--- config.mk ---
export PLATFORM = sky130hd
export DESIGN_NAME = ps2_key_decoder
export DESIGN_NICKNAME = d
export VERILOG_FILES = /design/src/rtl/ps2_key_decoder.sv
export SDC_FILE = /design/constraint.sdc
export NUM_CORES = 1
export LEC_CHECK = 0
export BUFFER_PORTS_ARGS = -buffer_cell sky130_fd_sc_hd__buf_2
export CELL_PAD_IN_SITES_DETAIL_PLACEMENT = 1
export CELL_PAD_IN_SITES_GLOBAL_PLACEMENT = 2
export CORE_ASPECT_RATIO = 0.9
export CORE_MARGIN = 10
export CORE_UTILIZATION = 35
export CTS_CLUSTER_DIAMETER = 100
export DETAILED_ROUTE_END_ITERATION = 7
export GPL_ROUTABILITY_DRIVEN = 1
export PLACE_DENSITY_LB_ADDON = 0.1
export SLEW_MARGIN = 10
export SYNTH_ARGS = -nofsm -noshare
export SYNTH_HDL_FRONTEND = slang
export SYNTH_SLANG_ARGS = --single-unit
--- constraint.sdc ---
create_clock -name clk -period 2 [get_ports clk]
set_input_delay 0.4 -clock clk [delete_from_list [all_inputs] [get_ports clk]]
set_output_delay 0.4 -clock clk [all_outputs]
set_load 0.1 [all_outputs]
--- src/rtl/ps2_key_decoder.sv ---
// PS/2 (scan-code set 2) receiver that tracks which of seven piano keys are held.
// Reports the lowest held key, a held flag, and a one-cycle pulse on rejected frames.
module ps2_key_decoder #(
    parameter int unsigned TIMEOUT_CYCLES = 100000
) (
    input  logic       clk,
    input  logic       rst,
    input  logic       ps2_clk,
    input  logic       ps2_data,
    output logic [2:0] key_press,
    output logic       down,
    output logic       frame_err
);

    localparam int unsigned     CntW   = $clog2(TIMEOUT_CYCLES + 1);
    localparam logic [CntW-1:0] CntMax = CntW'(TIMEOUT_CYCLES);

    typedef enum logic [1:0] {
        StIdle,
        StRecv,
        StCheck
    } state_e;

    logic            ps2c_s1_q, ps2c_s1_d;
    logic            ps2c_s2_q, ps2c_s2_d;
    logic            ps2c_prev_q, ps2c_prev_d;
    logic            ps2d_s1_q, ps2d_s1_d;
    logic            ps2d_s2_q, ps2d_s2_d;
    state_e          state_q, state_d;
    logic [3:0]      bit_cnt_q, bit_cnt_d;
    logic [9:0]      shift_q, shift_d;
    logic [CntW-1:0] tmo_cnt_q, tmo_cnt_d;
    logic [6:0]      held_q, held_d;
    logic            ext_q, ext_d;
    logic            brk_q, brk_d;
    logic [2:0]      key_press_q, key_press_d;
    logic            down_q, down_d;
    logic            frame_err_q, frame_err_d;

    logic            fall;
    logic            frame_ok;
    logic [6:0]      key_mask;

    // One-hot position of a piano key in the held mask; zero for unmapped codes.
    function automatic logic [6:0] key_onehot(input logic [7:0] code);
        unique case (code)
            8'h1C:   return 7'b000_0001;
            8'h1B:   return 7'b000_0010;
            8'h23:   return 7'b000_0100;
            8'h2B:   return 7'b000_1000;
            8'h34:   return 7'b001_0000;
            8'h33:   return 7'b010_0000;
            8'h3B:   return 7'b100_0000;
            default: return 7'b000_0000;
        endcase
    endfunction

    assign fall = ps2c_prev_q & ~ps2c_s2_q;

    always_comb begin
        ps2c_s1_d   = ps2_clk;
        ps2c_s2_d   = ps2c_s1_q;
        ps2c_prev_d = ps2c_s2_q;
        ps2d_s1_d   = ps2_data;
        ps2d_s2_d   = ps2d_s1_q;

        state_d     = state_q;
        bit_cnt_d   = bit_cnt_q;
        shift_d     = shift_q;
        tmo_cnt_d   = tmo_cnt_q;
        held_d      = held_q;
        ext_d       = ext_q;
        brk_d       = brk_q;
        frame_err_d = 1'b0;
        frame_ok    = 1'b0;
        key_mask    = 7'b0;

        unique case (state_q)
            StIdle: begin
                tmo_cnt_d = '0;
                if (fall && !ps2d_s2_q) begin
                    state_d   = StRecv;
                    bit_cnt_d = 4'd1;
                end
            end
            StRecv: begin
                if (tmo_cnt_q == CntMax) begin
                    // Timeout takes precedence over a coincident edge.
                    state_d   = StIdle;
                    bit_cnt_d = '0;
                    tmo_cnt_d = '0;
                    ext_d     = 1'b0;
                    brk_d     = 1'b0;
                end else if (fall) begin
                    shift_d   = {ps2d_s2_q, shift_q[9:1]};
                    bit_cnt_d = bit_cnt_q + 4'd1;
                    tmo_cnt_d = '0;
                    if (bit_cnt_q == 4'd10) begin
                        state_d = StCheck;
                    end
                end else begin
                    // Pulse lands in the same cycle the counter reads CntMax.
                    tmo_cnt_d   = tmo_cnt_q + 1'b1;
                    frame_err_d = (tmo_cnt_d == CntMax);
                end
            end
            StCheck: begin
                state_d   = StIdle;
                bit_cnt_d = '0;
                tmo_cnt_d = '0;
                frame_ok  = shift_q[9] && (^shift_q[8:0]);
                key_mask  = key_onehot(shift_q[7:0]);
                if (!frame_ok) begin
                    frame_err_d = 1'b1;
                    ext_d       = 1'b0;
                    brk_d       = 1'b0;
                end else if (shift_q[7:0] == 8'hE0) begin
                    ext_d = 1'b1;
                end else if (shift_q[7:0] == 8'hF0) begin
                    brk_d = 1'b1;
                end else begin
                    if (!ext_q && (key_mask != 7'b0)) begin
                        held_d = brk_q ? (held_q & ~key_mask) : (held_q | key_mask);
                    end
                    ext_d = 1'b0;
                    brk_d = 1'b0;
                end
            end
            default: begin
                state_d = StIdle;
            end
        endcase

        key_press_d = 3'd0;
        for (int i = 6; i >= 0; i--) begin
            if (held_q[i]) begin
                key_press_d = 3'(i + 1);
            end
        end
        down_d = |held_q;
    end

    always_ff @(posedge clk) begin
        if (!rst) begin
            ps2c_s1_q   <= 1'b1;
            ps2c_s2_q   <= 1'b1;
            ps2c_prev_q <= 1'b1;
            ps2d_s1_q   <= 1'b1;
            ps2d_s2_q   <= 1'b1;
            state_q     <= StIdle;
            bit_cnt_q   <= '0;
            shift_q     <= '0;
            tmo_cnt_q   <= '0;
            held_q      <= '0;
            ext_q       <= 1'b0;
            brk_q       <= 1'b0;
            key_press_q <= 3'd0;
            down_q      <= 1'b0;
            frame_err_q <= 1'b0;
        end else begin
            ps2c_s1_q   <= ps2c_s1_d;
            ps2c_s2_q   <= ps2c_s2_d;
            ps2c_prev_q <= ps2c_prev_d;
            ps2d_s1_q   <= ps2d_s1_d;
            ps2d_s2_q   <= ps2d_s2_d;
            state_q     <= state_d;
            bit_cnt_q   <= bit_cnt_d;
            shift_q     <= shift_d;
            tmo_cnt_q   <= tmo_cnt_d;
            held_q      <= held_d;
            ext_q       <= ext_d;
            brk_q       <= brk_d;
            key_press_q <= key_press_d;
            down_q      <= down_d;
            frame_err_q <= frame_err_d;
        end
    end

    assign key_press = key_press_q;
    assign down      = down_q;
    assign frame_err = frame_err_q;

endmodule

==> out/metrics.yaml, run 1 <==
status: "finished with violations"
violations: "negative setup slack"
die_area_um2: 13000
max_slew.worst_pin.slew_ns: 0.492
final_max_slew_viol_count: 0
cp.arrival_ns: 2.23
r2r_start: "shift_q[2]"
synth_seq_area_share_pct: 33.7
finalSetupViolations: 4
avgRoutedWirePerCell_um: 17.1
diodes: 0
worstSetupPathType: "reg -> reg"
place_area_um2: 3620
area_delta_synth_final_pct: 30.0
finalCriticalPeriod_ns: 2.03
ant_nets: 0
grtUsageMet2_pct: 23.5
cts.sinks: 52
wl_um: 9250
cap_violations: 0
grt_overflow: 0
port_buffers: 8
p_leak_nw: 1.55
coreArea_um2: 8570
synth.distinct_cells: 64
nets: 445
die_w_um: 119
drive_gt1_share_pct: 31.6
clk_pin_slew_ns: 0.11
required_ns: 2.20
crit_fanout: 4
grt_usage_pct: 14.1
pre_cts_ws_ns: -0.0704
cts_made_buffers: 5
grt_util_met1_pct: 18.8
relSlewSlack_pct: 67.4
grt_pass1_wl_um: 15300
rsz0062_at_grt: "yes"
rows: 32
vias_per_cell: 5.40
gp_congestion: 0.773
peakVddDrop_v: 0.000306
clock_path_buffers: 2
multiInputGateArea_um2: 2020
place_inst: 520
final.setup.tns_ns: -0.0794
regArea_um2: 1050
nFillCells: 1038
max_freq_mhz: 492
clock-root-buffer: "clkbuf_8"
top_usage_layer: "met2"
ys_ff_latch: 52
io_pins: 9
synth_area_um2: 3090
clk_latency_ns: 0.31
antenna_found_initial: 0
vias: 2917
synth_edf_count: 0
use_met3_pct: 2.48
ys.flop_type: "dfxtp_1"
cp-end-kind: "register"
hp-class: "in -> reg"
setup_slack_ns: -0.0343
die_h_um: 109
hold_start: "ps2_data"
power.density_nw_per_um2: 530
fin_skew_ns: 0.0148
start_kind: "register"
grt_pass1_vias: 3022
finalCritPeriodShare_pct: 102
cts_hold_buf: 0
cts_tree: "done"
yosysWarnings: 0
critPathLaunch: "shift_q[2]"
hold_viol: 0
syn-num-nets: 387
synth_cells: 362
drc: 0
fin_area_um2: 4010
dp_hpwl_um: 6510
p_total_mw: 2.12
worst_hold_slack_ns: 0.278
grt_start_max_net_pins: 22
final_cell_count_no_fill: 540
syn_avg_cell_area_um2: 8.52
drtIter0Drc: 178
first_pass_iters: 4
initial_core_util_pct: 36.0
post-route-util_pct: 46.8
htree_levels: 2
synthArstFlopShare_pct: 0
## cells in the mapped netlist (2+ instances only)
cell type / n / area share [%]
a211oi_1: 5 / 1.2
inv_1: 26 / 3.2
mux2i_1: 18 / 5.8
ha_1: 21 / 8.5
clkbuf_1: 10 / 1.2
a311oi_1: 3 / 0.85
nor4_1: 4 / 0.81
xnor2_1: 2 / 0.57
buf_6: 4 / 1.5
a22oi_1: 2 / 0.49
a21oi_1: 9 / 1.5
nor3_1: 10 / 1.6
nor2b_1: 4 / 0.81
a31oi_1: 13 / 2.6
o22ai_1: 3 / 0.61
o311a_1: 3 / 0.97
o31ai_1: 4 / 0.97
nand2_1: 28 / 3.4
and4_1: 2 / 0.57
o21ai_0: 8 / 1.3
dfxtp_1: 52 / 34
a32oi_1: 2 / 0.57
o311ai_1: 3 / 0.85
or4_1: 8 / 1.9
nand3_1: 13 / 2.1
nand2b_1: 9 / 1.8
buf_2: 8 / 1.3
nor2_1: 28 / 3.4
and2_1: 2 / 0.41
or3_1: 5 / 1.0
nand4_1: 16 / 3.2
o211ai_1: 4 / 0.97
and3_1: 2 / 0.41
## layout make-up
| cell class | count | area share [%] |
|---|---|---|
| Multi-Input combinational cell | 262 | 50.3 |
| Inverter | 26 | 2.56 |
| Timing Repair Buffer | 73 | 14.8 |
| Tap cell | 119 | 3.71 |
| Sequential cell | 52 | 26.3 |
| Clock buffer | 6 | 2.06 |
| Clock inverter | 2 | 0.374 |
## power breakdown
| part | internal (mW) | total, mW | switching (mW) | leakage, nW |
|---|---|---|---|---|
| clock network | 0.281 | 0.652 | 0.371 | 0.0434 |
| logic | 0.173 | 0.402 | 0.229 | 1.09 |
| registers | 1.05 | 1.07 | 0.0165 | 0.424 |
| total | 1.51 | 2.12 | 0.616 | 1.55 |
## layer usage
metal,share of wire (%),vias up
li1,-,1440
met1,51,1436
met2,46,32
met3,2.5,9
met4,0.76,0
met5,0,-
## cell families after synthesis
logic type | Yosys count | synth area share, %
simple gates | 147 | 26.4
compound gates | 72 | 16.7
flops | 52 | 33.7
buf+inv | 48 | 7.14
fa+ha+maj | 21 | 8.52
mux | 18 | 5.84
xor+xnor | 4 | 1.58
## timing repair
item | in CTS | in global routing
setup endpoints to repair | 17 | 21
resized for setup | 19 | 34
gates cloned | 1 | 0
pin swaps | 8 | 21
setup buffers | 1 | 11
## worst max-delay path, cell delays in order (launching register included)
cell and delay, ns:
dfxtp_2 0.35, inv_2 0.05, ha_4 0.23, xnor3_1 0.37, xnor2_2 0.19, buf_4 0.16, nand4b_1 0.26, o211ai_1 0.23
o31ai_1 0.09
## cell usage in the layout, fill, tap and decap left out, types with 4 or more instances in the layout
| cell type | n |
|---|---|
| o21ai_0 | 8 |
| inv_1 | 19 |
| ha_4 | 6 |
| a21oi_1 | 9 |
| or4_1 | 4 |
| or3_1 | 4 |
| nor2b_1 | 4 |
| mux2i_1 | 18 |
| nand4_1 | 16 |
| buf_4 | 55 |
| inv_2 | 5 |
| nor2_1 | 28 |
| nor3_1 | 7 |
| nand3_1 | 11 |
| a31oi_1 | 13 |
| ha_1 | 14 |
| dfxtp_2 | 7 |
| nand2b_1 | 9 |
| buf_2 | 8 |
| o211ai_1 | 4 |
| or4_4 | 4 |
| clkbuf_8 | 6 |
| nand2_1 | 28 |
| buf_6 | 7 |
| dfxtp_1 | 44 |
## path summary, 6_finish.rpt
kind	to	slack (ns)	cells after the start
max	register	-0.03	8
min	ps2d_s1_q	0.28	2
min reg2reg	ps2c_prev_d	0.42	1
max reg2reg	register	-0.03	8
(Power assumes the default switching activity.)
==> run 2, diff against run 1 <==
ABC_AREA = 1   (was default)
CORE_UTILIZATION = 32   (was 35)
==> run 2 against run 1 <==
Net effect:
- the flow now finishes without violations
- first-iteration DRC count fell by 27%
- die area rose by 8.5%
- clock skew fell by 0.0058 ns
- power rose by 23%
- fmax rose by 10%
- core utilization fell by 10 points
- synthesized cell count rose by 24%
- wire length fell by 12%
- global-route usage fell by 1.8 points
- non-clock buffer count fell by 52
==> out/metrics.yaml, run 2 <==
finalCritPeriodShare_pct: 92.1
hold_start: "ps2_clk"
rows: 34
io_pins: 9
first_pass_iters: 4
reg2reg_depth: 12
syn-num-nets: 475
synth_cells: 450
grt_pass1_vias: 2806
wl_um: 8170
antenna_found_initial: 0
vias: 2825
gp_congestion: 0.744
dp_hpwl_um: 6180
worstSetupPathType: "reg -> reg"
synth_edf_count: 0
yosysWarnings: 0
nFillCells: 1233
synthArstFlopShare_pct: 0
grt_start_max_net_pins: 25
drive_gt1_share_pct: 18.0
clk_latency_ns: 0.32
grt_pass1_wl_um: 13900
vias_per_cell: 4.76
cap_violations: 0
synthTopCellsByArea: "dfxtp_1, nand2_1, ha_1"
cts_made_buffers: 5
synth_common_cells: "nand2_1, nor2_1, dfxtp_1"
htree_levels: 2
max_slew.worst_pin.slew_ns: 0.637
required_ns: 2.26
relSlewSlack_pct: 57.5
diodes: 0
p_total_mw: 2.62
syn_avg_cell_area_um2: 6.92
max_freq_mhz: 543
ys.flop_type: "dfxtp_1"
ant_nets: 0
hp-class: "in -> reg"
p_leak_nw: 1.37
rsz0062_at_grt: "no"
drc: 0
synth_seq_area_share_pct: 33.4
drtIter0Drc: 130
hold_viol: 0
die_h_um: 114
coreArea_um2: 9570
grt_usage_pct: 12.2
multiInputGateArea_um2: 1860
regArea_um2: 1050
rrSetupSlack_ns: 0.16
synth_most_common_cell: "nand2_1"
final_max_slew_viol_count: 0
finalSetupViolations: 0
synth_area_um2: 3110
r2r_start: "shift_q[2]"
fin_skew_ns: 0.00905
fin_area_um2: 3510
ys_ff_latch: 52
crit_fanout: 7
area_delta_synth_final_pct: 12.8
cts_tree: "done"
yosysTopAreaCell: "dfxtp_1"
synth_top_area_share_pct: 33.4
power.density_nw_per_um2: 745
holdPathStages: 2
die_area_um2: 14100
die_w_um: 124
status: "finished clean"
start_kind: "register"
layout_commonest_cell: "nand2_1"
clk_pin_slew_ns: 0.10
port_buffers: 8
peakVddDrop_v: 0.000463
synth.distinct_cells: 39
finalCriticalPeriod_ns: 1.84
cp.arrival_ns: 2.10
initial_core_util_pct: 32.5
clock-root-buffer: "clkbuf_8"
cts.sinks: 52
cp-end-kind: "register"
place_area_um2: 3290
layout_common_cells: "nand2_1, nor2_1, dfxtp_1"
holdPathEnd: "ps2c_s1_q"
clock_path_buffers: 2
grt_overflow: 0
nets: 491
avgRoutedWirePerCell_um: 13.8
## run 2: cell count changes after synthesis, sizes merged, moves of 18 or more
cell   change
a21oi     +31
inv       +22
mux2i     -18
nand2     +82
nand3     +23
nor2      +38
## run 2: critical path, stage by stage, from the launching register on
cell and delay [ns]:
dfxtp_2 0.35, inv_2 0.06, ha_4 0.23, or2_1 0.24
nand2_1 0.06, nand2_1 0.06, nand2_1 0.07, nand2_2 0.06
nand2_4 0.12, nand2_8 0.08, nor2_4 0.27, a21oi_2 0.09
nor2_2 0.10
## run 2: power by group
group          internal (mW)  total (mW)  switching, mW
Clock                  0.371       0.754          0.383
Sequential              1.10        1.16         0.0654
Combinational          0.253       0.700          0.446
## run 2: how the worst max path moves through the flow
stage | start | end | slack [ns] | cells after the start
after floorplan | shift_q[4] | register | 0.15 | 14
final | shift_q[2] | register | 0.16 | 12
after CTS | shift_q[2] | register | 0.03 | 12
after global routing | tmo_cnt_q[1] | frame_err | 0.002 | 9
after detailed placement | shift_q[2] | register | -0.01 | 13
after global placement | shift_q[2] | register | 0.05 | 13
## run 2: what timing repair did
action	CTS	global route
gates cloned	1	0
endpoints found under the hold margin	0	0
endpoints found under the setup margin	7	22
buffers inserted	0	5
pin swaps	1	7
gates resized for setup	0	17
hold buffers	0	0
## run 2: per-stage QoR
stage	cells	setup slack [ns]	util, %	hold slack, ns	setup TNS (ns)
after CTS	588	0.0331	35.7	0.238	0
after global placement	579	0.0524	34.4	0.398	0
final	593	0.157	36.7	0.257	0
after floorplan	450	0.153	-	0.393	0
after detailed placement	579	-0.0129	34.4	0.402	-0.0329
after global routing	593	0.00248	36.7	0.243	0
## run 2: area by class of cell
class	count	share of cell area [%]
flip-flops and latches	52	29.8
multi-input cells	335	53.1
clock inverters	3	1.21
clock buffers	5	1.96
inverters	51	5.52
well taps	126	4.49
repair buffers	21	3.92
## run 2: routing by layer
| layer | vias up | track usage, % | share of wire, % |
|---|---|---|---|
| met5 | - | 0 | 0 |
| met2 | 31 | 17.7 | 42 |
| met1 | 1306 | 17.8 | 54 |
| li1 | 1479 | - | - |
| met4 | 0 | 3.37 | 1.1 |
| met3 | 9 | 2.47 | 3.7 |
## run 2: logic make-up (layout without fill, tap and decap cells)
group                      Yosys count  after routing  share of synthesized area (%)
buffers and inverters               64             80                           8.64
adders and majority gates           21             21                           8.44
and+or+nand+nor                    242            243                           35.8
DFF                                 52             52                           33.4
xor gates and xnor gates             5              5                           1.41
AOI/OAI and AO/OA                   66             66                           12.3
